[config.mk]
export PLATFORM = sky130hd
export DESIGN_NAME = pipeline_control_unit
export DESIGN_NICKNAME = d
export VERILOG_FILES = /design/src/rtl/pipeline_control_unit_pkg.sv /design/src/rtl/pipeline_control_unit_hazard_detect.sv /design/src/rtl/pipeline_control_unit.sv
export SDC_FILE = /design/constraint.sdc
export NUM_CORES = 1
export LEC_CHECK = 0
export BUFFER_PORTS_ARGS = -buffer_cell sky130_fd_sc_hd__buf_2
export CELL_PAD_IN_SITES_DETAIL_PLACEMENT = 1
export CELL_PAD_IN_SITES_GLOBAL_PLACEMENT = 1
export CORE_ASPECT_RATIO = 1.25
export CORE_MARGIN = 5
export CORE_UTILIZATION = 46
export CTS_BUF_LIST = sky130_fd_sc_hd__clkbuf_8
export CTS_CLUSTER_DIAMETER = 100
export DETAILED_ROUTE_END_ITERATION = 6
export PLACE_DENSITY = 0.95
export SLEW_MARGIN = 20
export SYNTH_ARGS = -nofsm -noshare
export SYNTH_HDL_FRONTEND = slang
export SYNTH_SLANG_ARGS = --single-unit
[constraint.sdc]
create_clock -name clk -period 5.4 [get_ports clk]
set_input_delay 0.27 -clock clk [delete_from_list [all_inputs] [get_ports clk]]
set_output_delay 0.27 -clock clk [all_outputs]
set_load 0.02 [all_outputs]
[src/rtl/pipeline_control_unit_pkg.sv]
// Shared definitions for the pipeline control unit: FSM state encoding,
// default memory wait timeout, counter widths and the stage-control bundle.
package pipeline_control_unit_pkg;

  // Default number of MEM_WAIT cycles tolerated before declaring an error.
  localparam int unsigned DEFAULT_WAIT_TIMEOUT = 255;

  // Wait counter must hold any legal timeout value (1..65535).
  localparam int unsigned WAIT_CNT_W  = 16;
  localparam int unsigned REG_ADDR_W  = 5;
  localparam int unsigned STALL_CNT_W = 32;

  typedef enum logic [1:0] {
    S_INIT     = 2'd0,
    S_RUN      = 2'd1,
    S_MEM_WAIT = 2'd2,
    S_ERROR    = 2'd3
  } pcu_state_t;

  // Per-stage register controls driven by the unit.
  typedef struct packed {
    logic pc_en;
    logic if_id_en;
    logic id_ex_en;
    logic ex_mem_en;
    logic mem_wb_en;
    logic if_id_flush;
    logic id_ex_flush;
    logic mem_wb_flush;
  } pipe_ctrl_t;

  // Everything frozen, every stage register loads a bubble.
  localparam pipe_ctrl_t CTRL_INIT = '{
    pc_en: 1'b0, if_id_en: 1'b0, id_ex_en: 1'b0, ex_mem_en: 1'b0,
    mem_wb_en: 1'b0, if_id_flush: 1'b1, id_ex_flush: 1'b1,
    mem_wb_flush: 1'b1
  };

  // Normal flow: every stage advances, nothing flushed.
  localparam pipe_ctrl_t CTRL_RUN = '{
    pc_en: 1'b1, if_id_en: 1'b1, id_ex_en: 1'b1, ex_mem_en: 1'b1,
    mem_wb_en: 1'b1, if_id_flush: 1'b0, id_ex_flush: 1'b0,
    mem_wb_flush: 1'b0
  };

  // Memory stall: whole pipe frozen, MEM/WB receives a bubble so the
  // incomplete access never retires.
  localparam pipe_ctrl_t CTRL_MEM_STALL = '{
    pc_en: 1'b0, if_id_en: 1'b0, id_ex_en: 1'b0, ex_mem_en: 1'b0,
    mem_wb_en: 1'b0, if_id_flush: 1'b0, id_ex_flush: 1'b0,
    mem_wb_flush: 1'b1
  };

  // Error: everything frozen and nothing flushed.
  localparam pipe_ctrl_t CTRL_ERROR = '{
    pc_en: 1'b0, if_id_en: 1'b0, id_ex_en: 1'b0, ex_mem_en: 1'b0,
    mem_wb_en: 1'b0, if_id_flush: 1'b0, id_ex_flush: 1'b0,
    mem_wb_flush: 1'b0
  };

endpackage

[src/rtl/pipeline_control_unit_hazard_detect.sv]
// Register-address comparator for load-use hazards: reports when an ID-stage
// source operand that is actually read matches the EX-stage destination.
// Register x0 is hard-wired to zero and never reports a match.
module hazard_detect
  import pipeline_control_unit_pkg::*;
(
  input  logic [REG_ADDR_W-1:0] i_rs1_addr,
  input  logic [REG_ADDR_W-1:0] i_rs2_addr,
  input  logic                  i_rs1_used,
  input  logic                  i_rs2_used,
  input  logic [REG_ADDR_W-1:0] i_rd_addr,
  output logic                  o_match
);

  logic w_rd_nonzero;
  logic w_rs1_hit;
  logic w_rs2_hit;

  assign w_rd_nonzero = (i_rd_addr != '0);
  assign w_rs1_hit    = i_rs1_used && (i_rs1_addr == i_rd_addr);
  assign w_rs2_hit    = i_rs2_used && (i_rs2_addr == i_rd_addr);
  assign o_match      = w_rd_nonzero && (w_rs1_hit || w_rs2_hit);

endmodule

[src/rtl/pipeline_control_unit.sv]
// Pipeline control unit: sequences reset initialisation, data-memory wait
// stalls with timeout, branch flushes and load-use stalls for a 5-stage pipe.
// Outputs are decoded from the current state plus the current inputs.
module pipeline_control_unit
  import pipeline_control_unit_pkg::*;
#(
  parameter int unsigned WAIT_TIMEOUT = DEFAULT_WAIT_TIMEOUT
)
(
  input  logic                   clk,
  input  logic                   reset_n,
  input  logic [REG_ADDR_W-1:0]  id_rs1_addr,
  input  logic [REG_ADDR_W-1:0]  id_rs2_addr,
  input  logic                   id_rs1_used,
  input  logic                   id_rs2_used,
  input  logic [REG_ADDR_W-1:0]  ex_reg_wr_addr,
  input  logic                   ex_is_load,
  input  logic                   ex_branch_taken,
  input  logic                   mem_req_i,
  input  logic                   dmem_ready_i,
  output logic                   pc_en_o,
  output logic                   if_id_en_o,
  output logic                   id_ex_en_o,
  output logic                   ex_mem_en_o,
  output logic                   mem_wb_en_o,
  output logic                   if_id_flush_o,
  output logic                   id_ex_flush_o,
  output logic                   mem_wb_flush_o,
  output logic                   dmem_req_o,
  output logic [STALL_CNT_W-1:0] stall_cnt_o,
  output logic                   error_o
);

  // One extra bit so "count + 1" can be compared against the timeout
  // without wrapping.
  typedef logic [WAIT_CNT_W:0] wait_ext_t;

  // Saturating stall-counter increment; the counter sticks at all-ones.
  function automatic logic [STALL_CNT_W-1:0] sat_inc(
    input logic [STALL_CNT_W-1:0] v
  );
    if (&v) begin
      return v;
    end
    return v + STALL_CNT_W'(1);
  endfunction

  pcu_state_t              r_state;
  pcu_state_t              w_next_state;
  logic [WAIT_CNT_W-1:0]   r_wait_cnt;
  logic [STALL_CNT_W-1:0]  r_stall_cnt;
  logic                    r_error;

  logic                    w_rs_match;
  logic                    w_load_use;
  logic                    w_wait_clr;
  logic                    w_wait_inc;
  logic                    w_wait_last;
  logic                    w_active;
  logic                    w_dmem_req;
  wait_ext_t               w_wait_next;
  pipe_ctrl_t              w_run_ctrl;
  pipe_ctrl_t              w_ctrl;

  hazard_detect u_hazard_detect (
    .i_rs1_addr (id_rs1_addr),
    .i_rs2_addr (id_rs2_addr),
    .i_rs1_used (id_rs1_used),
    .i_rs2_used (id_rs2_used),
    .i_rd_addr  (ex_reg_wr_addr),
    .o_match    (w_rs_match)
  );

  // A match only matters when the EX instruction is a load whose data is
  // not yet available for forwarding.
  assign w_load_use = ex_is_load && w_rs_match;

  // Timeout fires when this MEM_WAIT cycle would bring the count to the limit.
  assign w_wait_next = wait_ext_t'(r_wait_cnt) + wait_ext_t'(1);
  assign w_wait_last = (w_wait_next >= wait_ext_t'(WAIT_TIMEOUT));

  // Flow decode used whenever the pipe may move: branch beats load-use.
  always_comb begin
    w_run_ctrl = CTRL_RUN;
    if (ex_branch_taken) begin
      w_run_ctrl.pc_en       = 1'b1;
      w_run_ctrl.if_id_flush = 1'b1;
      w_run_ctrl.id_ex_flush = 1'b1;
    end else if (w_load_use) begin
      w_run_ctrl.pc_en       = 1'b0;
      w_run_ctrl.if_id_en    = 1'b0;
      w_run_ctrl.id_ex_flush = 1'b1;
    end
  end

  // Next-state and output decode; memory stall outranks the flow decode.
  always_comb begin
    w_next_state = r_state;
    w_ctrl       = CTRL_ERROR;
    w_dmem_req   = 1'b0;
    w_wait_clr   = 1'b0;
    w_wait_inc   = 1'b0;
    w_active     = 1'b0;
    unique case (r_state)
      S_INIT: begin
        w_ctrl       = CTRL_INIT;
        w_next_state = S_RUN;
      end
      S_RUN: begin
        w_active   = 1'b1;
        w_dmem_req = mem_req_i;
        if (mem_req_i && !dmem_ready_i) begin
          w_ctrl       = CTRL_MEM_STALL;
          w_wait_clr   = 1'b1;
          w_next_state = S_MEM_WAIT;
        end else begin
          w_ctrl = w_run_ctrl;
        end
      end
      S_MEM_WAIT: begin
        w_active   = 1'b1;
        w_dmem_req = mem_req_i;
        w_wait_inc = 1'b1;
        if (dmem_ready_i) begin
          // Access completes: this cycle already behaves like RUN.
          w_ctrl       = w_run_ctrl;
          w_next_state = S_RUN;
        end else begin
          w_ctrl = CTRL_MEM_STALL;
          if (w_wait_last) begin
            w_next_state = S_ERROR;
          end
        end
      end
      S_ERROR: begin
        w_ctrl       = CTRL_ERROR;
        w_next_state = S_ERROR;
      end
      default: begin
        w_ctrl       = CTRL_INIT;
        w_next_state = S_INIT;
      end
    endcase
  end

  // State, wait counter, stall counter and sticky error flag.
  always_ff @(posedge clk or negedge reset_n) begin
    if (!reset_n) begin
      r_state     <= S_INIT;
      r_wait_cnt  <= '0;
      r_stall_cnt <= '0;
      r_error     <= 1'b0;
    end else begin
      r_state <= w_next_state;
      if (w_wait_clr) begin
        r_wait_cnt <= '0;
      end else if (w_wait_inc) begin
        r_wait_cnt <= r_wait_cnt + WAIT_CNT_W'(1);
      end
      if (w_active && !w_ctrl.pc_en) begin
        r_stall_cnt <= sat_inc(r_stall_cnt);
      end
      if (w_next_state == S_ERROR) begin
        r_error <= 1'b1;
      end
    end
  end

  assign pc_en_o        = w_ctrl.pc_en;
  assign if_id_en_o     = w_ctrl.if_id_en;
  assign id_ex_en_o     = w_ctrl.id_ex_en;
  assign ex_mem_en_o    = w_ctrl.ex_mem_en;
  assign mem_wb_en_o    = w_ctrl.mem_wb_en;
  assign if_id_flush_o  = w_ctrl.if_id_flush;
  assign id_ex_flush_o  = w_ctrl.id_ex_flush;
  assign mem_wb_flush_o = w_ctrl.mem_wb_flush;
  assign dmem_req_o     = w_dmem_req;
  assign stall_cnt_o    = r_stall_cnt;
  assign error_o        = r_error;

endmodule

==> metrics.yaml, run 1 <==
status: "complete, no violations"
crit_fanout: 22
leakage_nw: 1.57
synthFlopType: "dfrtp_1"
htreeDepth: 2
worstSetupEndpointType: "output port"
peakVddDrop_uv: 229
initial_core_util_pct: 46.9
drive_gt1_share_pct: 23.5
setup_viol: 0
wire_per_inst_um: 17.3
rsz0062_at_grt: "no"
r2r-end: "stall_cnt_o[4]"
fmax_mhz: 309
cts_resized: 0
setup_tns_ns: 0
syn_to_final_growth_pct: 15.7
cts_sinks: 51
grt_max_degree: 52
syn_area_sq_um: 3060
dieWidth_um: 82.9
yosysWarnings: 0
drt_iter0_markers: 56
placed_area_sq_um: 3430
design_area_sq_um: 3540
vias_per_cell: 5.66
fin_crit_ns: 3.23
finalClockSkew_ns: 0.0145
vias: 2661
p_total_w: 0.00127
async_flop_share_pct: 100
postSynthCellCount: 321
synth_fp_nets: 351
clkSlewWorstSetupHoldPaths_ns: 0.09
insertion_delay_ns: 0.31
gp_congestion: 0.820
gr-usage-all-layers_pct: 20.0
finalHoldViolCount: 0
synth_edf_count: 0
synthDistinctLibCells: 44
reg2reg_slack_ns: 2.30
drc: 0
startpoint_type: "flop"
crit_path_max_incr_delay_ns: 0.79
ctsHoldBuffers: 0
io_buffers: 64
postRouteAntennaNets: 0
dr.pass1.iters: 4
cts-root-buf: "clkbuf_8"
row_count: 33
worst_pin_slew_ns: 0.908
cp.arrival_ns: 2.96
cts_tree: "yes"
syn_area_per_cell_sq_um: 9.53
drv_slew: 0
crit_top_cell: "o21ai_0"
cts_setup_buffers: 0
power.density_nw_per_um2: 360
synth.yosys.seq_area_share_pct: 41.7
die_h_um: 101
die_area_sq_um: 8390
required_ns: 5.13
final_nets: 412
antenna_found_initial: 0
post-dp-hpwl_um: 6140
wirelength_um: 8130
crit_family: "compound AO/OA/AOI/OAI gates"
hold_class: "in2async"
rr_startpoint: "r_state[0]"
path_cells: "inv_1, ha_1, o21ai_0, o21ai_0, nor2b_1, o31a_1, buf_2"
grt_pass1_vias: 2845
boundaryPins: 65
critPathKind: "reg2out"
grt.overflow.total: 0
antenna_cells: 0
crit_buf_inv: 2
cts-buffers-inserted: 5
reg2regPathDepth: 9
period_share_pct: 59.9
slowest_stage: "o31a_1"
core-area_sq_um: 6520
clock_path_buffers: 2
ys_ff_latch: 51
grt_pass1_wl_um: 13800
slew_headroom_pct: 39.4
cap_violations: 0
==> worst max-delay path by stage <==
stage,startpoint,to,slack [ns],cells after the start
after floorplan,r_state[1],pc_en_o,2.98,8
after CTS,r_state[0],pc_en_o,2.13,7
after global routing,r_state[0],pc_en_o,1.90,7
final,r_state[0],pc_en_o,2.17,7
after global placement,r_state[0],stall_cnt_o[4],2.53,9
after detailed placement,r_state[0],stall_cnt_o[4],2.32,9
==> cells by family after synthesis <==
logic type                 after synthesis  share of synthesized area, %
buffers and inverters                   16                          2.78
adders and majority gates                7                          2.86
DFF                                     51                          41.7
xor gates and xnor gates                56                          16.0
muxes                                    3                          1.06
and+or+nand+nor                        165                          30.3
AOI/OAI and AO/OA                       23                          5.20
==> worst register-to-register path: stages (launching register included) <==
cell     delay (ns)
dfrtp_1        0.43
inv_1          0.10
ha_1           0.41
o21ai_0        0.15
o21ai_0        0.17
nor2b_1        0.31
o31a_1         0.79
buf_4          0.34
nor3_1         0.10
xor2_1         0.19
==> layout make-up <==
cell class                      count  area [sq um]
Clock inverter                      1          7.51
Tap cell                           87           109
Sequential cell                    51          1280
Inverter                            4          15.0
Clock buffer                        7          96.3
Multi-Input combinational cell    254          1700
Timing Repair Buffer               66           335
Fill cell                         813          2990
==> cells in the mapped netlist, types with 3 or more instances <==
master    count  share of area, %
buf_4         3              0.74
dfrtp_1      51                42
or3_1         7               1.4
inv_1         4              0.49
clkbuf_1      3              0.37
xnor2_1      11               3.2
buf_2         5              0.82
ha_1          7               2.9
nor4_1        4              0.82
nand4_1      17               3.5
nor4_2        8               3.3
and2_1        3              0.61
nor4b_2       3               1.5
nor2_1       34               4.2
nand3_1      17               2.8
o21ai_0       4              0.65
nand2_1      25               3.1
a211oi_1      4              0.98
a21oi_1       3              0.49
or2_2         3              0.61
and3_1        9               1.8
nor3_1       22               3.6
xor2_1       45                13
nand2b_1      3              0.61
a21o_1        3              0.74
==> layout by cell type (no fill, tap or decap), types with 2 or more instances in the layout <==
| cell type | instances |
|---|---|
| buf_2 | 64 |
| dfrtp_1 | 51 |
| xor2_1 | 45 |
| nor2_1 | 33 |
| nand2_1 | 25 |
| nor3_1 | 22 |
| nand3_1 | 17 |
| nand4_1 | 17 |
| xnor2_1 | 11 |
| and3_1 | 9 |
| nor4_2 | 8 |
| or3_1 | 7 |
| ha_1 | 7 |
| clkbuf_8 | 7 |
| inv_1 | 4 |
| o21ai_0 | 4 |
| nor4_1 | 4 |
| a211oi_1 | 4 |
| a21oi_1 | 3 |
| or2_2 | 3 |
| a21o_1 | 3 |
| nand2b_1 | 3 |
| and2_1 | 3 |
| nor4b_2 | 3 |
| o2111ai_1 | 2 |
| and4_1 | 2 |
| nor3b_1 | 2 |
| mux2_1 | 2 |
| buf_4 | 2 |
==> stage by stage <==
stage	setup slack (ns)	util (%)	std cells	hold slack [ns]
after floorplan	2.98	-	321	-0.0256
after global placement	2.53	52.6	462	0.418
after detailed placement	2.32	52.6	462	0.432
after CTS	2.13	54.2	470	0.0855
after global routing	1.90	54.2	470	0.126
final	2.17	54.2	470	0.0636
==> state kept, by name, indices dropped and copies added, names as in the netlist <==
register	cells
stall_cnt_o	32
r_state	2
error_o	1
r_wait_cnt	16
==> layer usage <==
layer	part of all wire, %	global-route usage [%]
met1	39	22.5
met4	2.1	6.54
met5	0	0
met2	56	39.1
met3	3.1	2.69
==> where the power goes <==
group | internal [W] | switching, W
clock network | 0.000117 | 0.000129
logic | 0.000166 | 0.000346
registers | 0.000438 | 0.0000759
No activity file was read; power rests on OpenSTA's default activity.
==> inputs of run 2 (changes only) <==
--- a/config.mk
+++ b/config.mk
@@ -10,11 +10,11 @@
 export CELL_PAD_IN_SITES_GLOBAL_PLACEMENT = 1
 export CORE_ASPECT_RATIO = 1.25
 export CORE_MARGIN = 5
-export CORE_UTILIZATION = 46
+export CORE_UTILIZATION = 43
 export CTS_BUF_LIST = sky130_fd_sc_hd__clkbuf_8
 export CTS_CLUSTER_DIAMETER = 100
 export DETAILED_ROUTE_END_ITERATION = 6
-export PLACE_DENSITY = 0.95
+export PLACE_DENSITY = 0.91
 export SLEW_MARGIN = 20
 export SYNTH_ARGS = -nofsm -noshare
 export SYNTH_HDL_FRONTEND = slang
==> constraint.sdc (replaced) <==
create_clock -name clk -period 3.2 [get_ports clk]
set_input_delay 0.16 -clock clk [delete_from_list [all_inputs] [get_ports clk]]
set_output_delay 0.16 -clock clk [all_outputs]
set_load 0.02 [all_outputs]
==> metrics.yaml, run 2 (synthesis gave the netlist of run 1 again) <==
grt_pass1_wl_um: 14000  # +0.95%
boundaryPins: 65  # unchanged
reg2regPathDepth: 7  # -2
fmax_mhz: 358
wire_per_inst_um: 17.3  # about the same
p_clk_share_pct: 17.3  # -2.0 points
clkSlewWorstSetupHoldPaths_ns: 0.09  # about the same
slew_headroom_pct: 39.8  # +0.40 points
largest_reg_flops: 32  # unchanged
r2r-end: "stall_cnt_o[13]"
syn_to_final_growth_pct: 16.4
grt_pass1_vias: 2874  # +1.0%
layout_common_cells: "buf_2 (64), dfrtp_1 (51), xor2_1 (45), nor2_1 (34), nand2_1 (25)"
dp_cells: 469  # +1.5%
dieWidth_um: 85.4  # +3.0%
setup_viol: 0  # unchanged
rsz0062_at_grt: "no"
cts_sinks: 51  # unchanged
htreeDepth: 2  # unchanged
vias_per_cell: 5.56  # -1.7%
worstSetupEndpointType: "output port"
drive_gt1_share_pct: 23.7  # +0.21 points
die_h_um: 104  # +3.1%
gr-usage-all-layers_pct: 19.0  # -1.1 points
finalClockSkew_ns: 0.00609  # -0.00838 ns
cts_setup_buffers: 0  # unchanged
critPathCapture: "pc_en_o"
rr_startpoint: "stall_cnt_o[12]"
crit_path_start: "r_state[1]"
reg2reg_slack_ns: 0.67  # -1.63 ns
slowest_stage: "dfrtp_1"
fin_util_pct: 51.3  # -2.9 points
die_area_sq_um: 8910  # +6.2%
path_cells: "inv_1, ha_1, inv_1, o21ai_0, nor2b_1, o31a_1, buf_4, buf_4, buf_2"
stdcell_count: 478  # +1.7%
setup_tns_ns: 0  # unchanged
dr.pass1.iters: 4  # unchanged
wirelength_um: 8270  # +1.8%
startpoint_type: "flop"
crit_path_max_incr_delay_ns: 0.45  # -0.34 ns
final-seq-area_sq_um: 1280  # unchanged
period_share_pct: 87.4
combPwrFrac_pct: 42.0  # +1.7 points
gp_congestion: 0.859  # +4.8%
antenna_cells: 0  # unchanged
cts_tree: "yes"
cts-buffers-inserted: 5  # unchanged
cts-root-buf: "clkbuf_8"
peakVddDrop_uv: 408  # +78%
drc: 0  # unchanged
layout_commonest_cell: "buf_2"
post-dp-hpwl_um: 6340  # +3.2%
crit_fanout: 21  # -4.5%
leakage_nw: 1.59  # +1.5%
postRouteAntennaNets: 0  # unchanged
row_count: 34  # +3.0%
cap_violations: 0  # unchanged
critPathKind: "reg2out"
initial_core_util_pct: 44.1  # -2.8 points
core-area_sq_um: 6930  # +6.3%
multi_input_area_sq_um: 1700  # unchanged
io_buffers: 64  # unchanged
p_int_w: 0.00119  # +65%
drv_slew: 0  # unchanged
clock_path_buffers: 2  # unchanged
vias: 2659  # -0.075%
grt.overflow.total: 0  # unchanged
swShare_pct: 44.0  # +0.68 points
drt_iter0_markers: 91  # +63%
fin_crit_ns: 2.80
cp.arrival_ns: 2.64  # -0.32 ns
status: "complete, no violations"
power.density_nw_per_um2: 596  # +66%
p_seq_share_pct: 40.7  # +0.3 points
worst_pin_slew_ns: 0.902  # -0.00607 ns
antenna_found_initial: 0  # unchanged
required_ns: 3.04  # -2.09 ns
insertion_delay_ns: 0.31  # about the same
grt_max_degree: 39  # -25%
fillers: 836  # +2.8%
switching_power_w: 0.000933  # +70%
final_nets: 417  # +1.2%
hold_class: "in2reg"
finalHoldViolCount: 0  # unchanged
## run 2: critical path, delay by kind of cell, from the launching register on
| kind | cells | cell delay [ns] |
|---|---|---|
| buffers and inverters | 5 | 0.87 |
| AOI/OAI and AO/OA | 2 | 0.46 |
| DFF | 1 | 0.45 |
| and+or+nand+nor | 1 | 0.29 |
| adders and majority gates | 1 | 0.24 |
## run 2: layout make-up
type | count | area share [%]
tap | 90 | 3.16
clock buffer | 5 | 1.93
timing repair buffer | 71 | 10.5
multi-input combinational | 254 | 47.7
sequential | 51 | 35.9
clock inverter | 3 | 0.351
inverter | 4 | 0.422
## run 2: how the worst min path moves through the flow
stage	from	end	slack (ns)	cells past startpoint
floorplan	reset_n	error_o	-0.14	0
global placement	reset_n	r_wait_cnt[11]	0.31	1
detailed placement	reset_n	r_wait_cnt[9]	0.32	1
CTS	dmem_ready_i	r_state[0]	0.21	3
global route	dmem_ready_i	r_state[0]	0.23	3
finish	dmem_ready_i	r_state[0]	0.21	3
## run 2: routing by layer
layer	wire (um)	track usage, %
met1	3440	22.7
met2	4480	33.9
met3	232	3.33
met4	125	6.22
met5	0	0
## run 2: per-stage QoR
stage	total power (W)	area [sq um]	setup WS [ns]	hold slack, ns
final	0.00212	3560	0.403	0.213
after CTS	0.00214	3560	0.257	0.214
after floorplan	0.00148	3060	0.858	-0.136
after detailed placement	0.00177	3470	0.572	0.321
after global placement	0.00174	3470	0.758	0.309
after global routing	0.00227	3560	0.159	0.230
## run 2: power groups by stage
stage | sequential (W) | combinational, W | clock, W
2_1_floorplan | 0.000940 | 0.000545 | 0
4_1_cts | 0.000864 | 0.000901 | 0.000378
3_3_place_gp | 0.000870 | 0.000865 | 0
6_report | 0.000863 | 0.000892 | 0.000367
3_5_place_dp | 0.000875 | 0.000894 | 0
5_1_grt | 0.000885 | 0.000977 | 0.000406
## run 2: what timing repair did
action,4_1_cts,5_1_grt
endpoints found under the setup margin,0,1
endpoints found under the hold margin,37,0
resized for setup,0,1
hold buffers,1,0
==> inputs of run 3 (changes only) <==
--- a/config.mk
+++ b/config.mk
@@ -5,11 +5,12 @@
 export SDC_FILE = /design/constraint.sdc
 export NUM_CORES = 1
 export LEC_CHECK = 0
+export ABC_AREA = 0
 export BUFFER_PORTS_ARGS = -buffer_cell sky130_fd_sc_hd__buf_2
 export CELL_PAD_IN_SITES_DETAIL_PLACEMENT = 1
 export CELL_PAD_IN_SITES_GLOBAL_PLACEMENT = 1
 export CORE_ASPECT_RATIO = 1.25
-export CORE_MARGIN = 5
+export CORE_MARGIN = 3
 export CORE_UTILIZATION = 43
 export CTS_BUF_LIST = sky130_fd_sc_hd__clkbuf_8
 export CTS_CLUSTER_DIAMETER = 100
==> metrics.yaml, run 3 (synthesis gave the netlist of run 1 again) <==
grt_pass1_vias: 2956  # +2.9%
grt_pass1_wl_um: 14800  # +5.8%
dieWidth_um: 81.4  # -4.7%
combPwrFrac_pct: 40.2  # -1.8 points
htreeDepth: 2  # unchanged
p_clk_share_pct: 21.3  # +4.0 points
core-area_sq_um: 6730  # -2.9%
layout_commonest_cell: "buf_2"
r2r-end: "stall_cnt_o[1]"
reg2reg_slack_ns: 0.65  # -0.02 ns
hold_depth: 3  # unchanged
drt_iter0_markers: 104  # +14%
post-dp-hpwl_um: 6560  # +3.4%
grt_max_degree: 31  # -21%
vias: 2721  # +2.3%
p_seq_share_pct: 38.6  # -2.1 points
hold_class: "in2reg"
vias_per_cell: 5.72  # +2.8%
setup_viol: 0  # unchanged
antenna_found_initial: 0  # unchanged
busiest_layer: "met2"
syn_to_final_growth_pct: 17.7
worst_pin_slew_ns: 0.722  # -0.180 ns
grtUsageMet1_pct: 27.2  # +4.6 points
leakage_nw: 1.61  # +1.2%
cts_setup_buffers: 0  # unchanged
layout_common_cells: "buf_2 (64), dfrtp_1 (51), xor2_1 (45), nor2_1 (34), nand2_1 (25)"
p_int_w: 0.00130  # +9.0%
die_h_um: 100  # -3.8%
required_ns: 3.04  # about the same
grt.overflow.total: 0  # unchanged
grt_util_met3_pct: 4.40  # +1.1 points
fillers: 811  # -3.0%
io_buffers: 64  # unchanged
dr.pass1.iters: 4  # unchanged
multi_input_area_sq_um: 1700  # about the same
row_count: 33  # -2.9%
die_area_sq_um: 8170  # -8.3%
worstSetupEndpointType: "output port"
drive_gt1_share_pct: 24.4  # +0.71 points
fin_crit_ns: 2.84  # +0.0402 ns
startpoint_type: "flop"
setup_tns_ns: 0  # unchanged
period_share_pct: 88.7  # +1.3 points
initial_core_util_pct: 45.4  # +1.3 points
min_from: "dmem_ready_i"
cts_sinks: 51  # unchanged
reg2regPathDepth: 8  # +1
crit_fanout: 12  # -43%
cts-root-buf: "clkbuf_8"
finalHoldViolCount: 0  # unchanged
antenna_cells: 0  # unchanged
rr_startpoint: "r_state[1]"
p_total_w: 0.00226  # +6.4%
cts-buffers-inserted: 5  # unchanged
rsz0062_at_grt: "no"
swShare_pct: 42.6  # -1.4 points
finalClockSkew_ns: 0.0125  # +0.00645 ns
cap_violations: 0  # unchanged
largest_reg_flops: 32  # unchanged
postRouteAntennaNets: 0  # unchanged
gp_congestion: 0.812  # -5.5%
final-seq-area_sq_um: 1280  # unchanged
drv_slew: 0  # unchanged
insertion_delay_ns: 0.32  # about the same
final_nets: 418  # +0.24%
power.density_nw_per_um2: 627  # +5.2%
boundaryPins: 65  # unchanged
min_to: "r_state[0]"
wirelength_um: 8650  # +4.5%
clock_path_buffers: 2  # unchanged
wire_per_inst_um: 18.2  # +5.0%
cp.arrival_ns: 2.68  # +0.04 ns
cts_tree: "yes"
gr-usage-all-layers_pct: 23.0  # +4.1 points
critPathKind: "reg2out"
slew_headroom_pct: 51.9  # +12 points
fmax_mhz: 352  # -1.4%
status: "complete, no violations"
peakVddDrop_uv: 381  # -6.6%
switching_power_w: 0.000961  # +3.0%
met2_usage_pct: 40.5  # +6.6 points
clkSlewWorstSetupHoldPaths_ns: 0.09  # about the same
drc: 0  # unchanged
-- run 3: changes by cell type in the layout (fill, tap and decap cells not counted) --
| cell | change |
|---|---|
| ha_1 | +1 |
| o31a_2 | +1 |
| clkbuf_8 | +1 |
| inv_1 | -2 |
| o31a_1 | -1 |
| bufinv_16 | +1 |
| ha_2 | -1 |
| buf_4 | +1 |
-- run 3: timing repair --
item | 4_1_cts | 5_1_grt
hold endpoints to repair | 29 | 0
resized for setup | 0 | 1
hold buffers | 1 | 0
endpoints found under the setup margin | 0 | 1
-- run 3: worst max-delay path, cell delays in order (launching register included) --
cell and delay, ns:
dfrtp_1 0.45, inv_1 0.11, ha_1 0.25, inv_1 0.08
o21ai_0 0.32, nor2b_1 0.34, o31a_2 0.37, buf_4 0.25
buf_2 0.19
-- run 3: worst max-delay path by stage --
stage | slack (ns) | startpoint | end | cells past startpoint
final | 0.36 | r_state[1] | pc_en_o | 8
after global routing | 0.12 | r_state[1] | pc_en_o | 8
after CTS | 0.21 | r_state[1] | pc_en_o | 8
after detailed placement | 0.53 | r_state[1] | stall_cnt_o[1] | 8
after global placement | 0.88 | r_state[0] | stall_cnt_o[5] | 9
after floorplan | 0.86 | r_state[1] | stall_cnt_o[6] | 9
-- run 3: area by class of cell --
class	count	area share, %
multi-input cells	254	47.2
well taps	87	3.03
repair buffers	72	10.6
clock inverters	2	0.974
clock buffers	6	2.29
inverters	4	0.417
flip-flops and latches	51	35.5
-- run 3: power groups by stage --
stage,combinational [W],clock [W],sequential (W)
CTS,0.000908,0.000489,0.000868
global route,0.000984,0.000519,0.000890
global placement,0.000862,0,0.000870
floorplan,0.000545,0,0.000940
detailed placement,0.000904,0,0.000877
finish,0.000907,0.000480,0.000871
-- run 3: layer usage --
metal  vias up  part of all wire, %
li1       1271                    -
met1      1363                   40
met2        65                   53
met3        22                  4.1
met4         0                  2.9
met5         -                    0
-- run 3: per-stage QoR --
step / instances / cell area, sq um / hold WS [ns] / utilization [%] / setup slack (ns)
6_report: 476 / 3600 / 0.207 / 53.5 / 0.363
3_5_place_dp: 467 / 3470 / 0.250 / 51.6 / 0.525
5_1_grt: 476 / 3600 / 0.225 / 53.5 / 0.119
3_3_place_gp: 467 / 3470 / 0.245 / 51.6 / 0.876
2_1_floorplan: 321 / 3060 / -0.136 / - / 0.858
4_1_cts: 476 / 3600 / 0.196 / 53.4 / 0.206
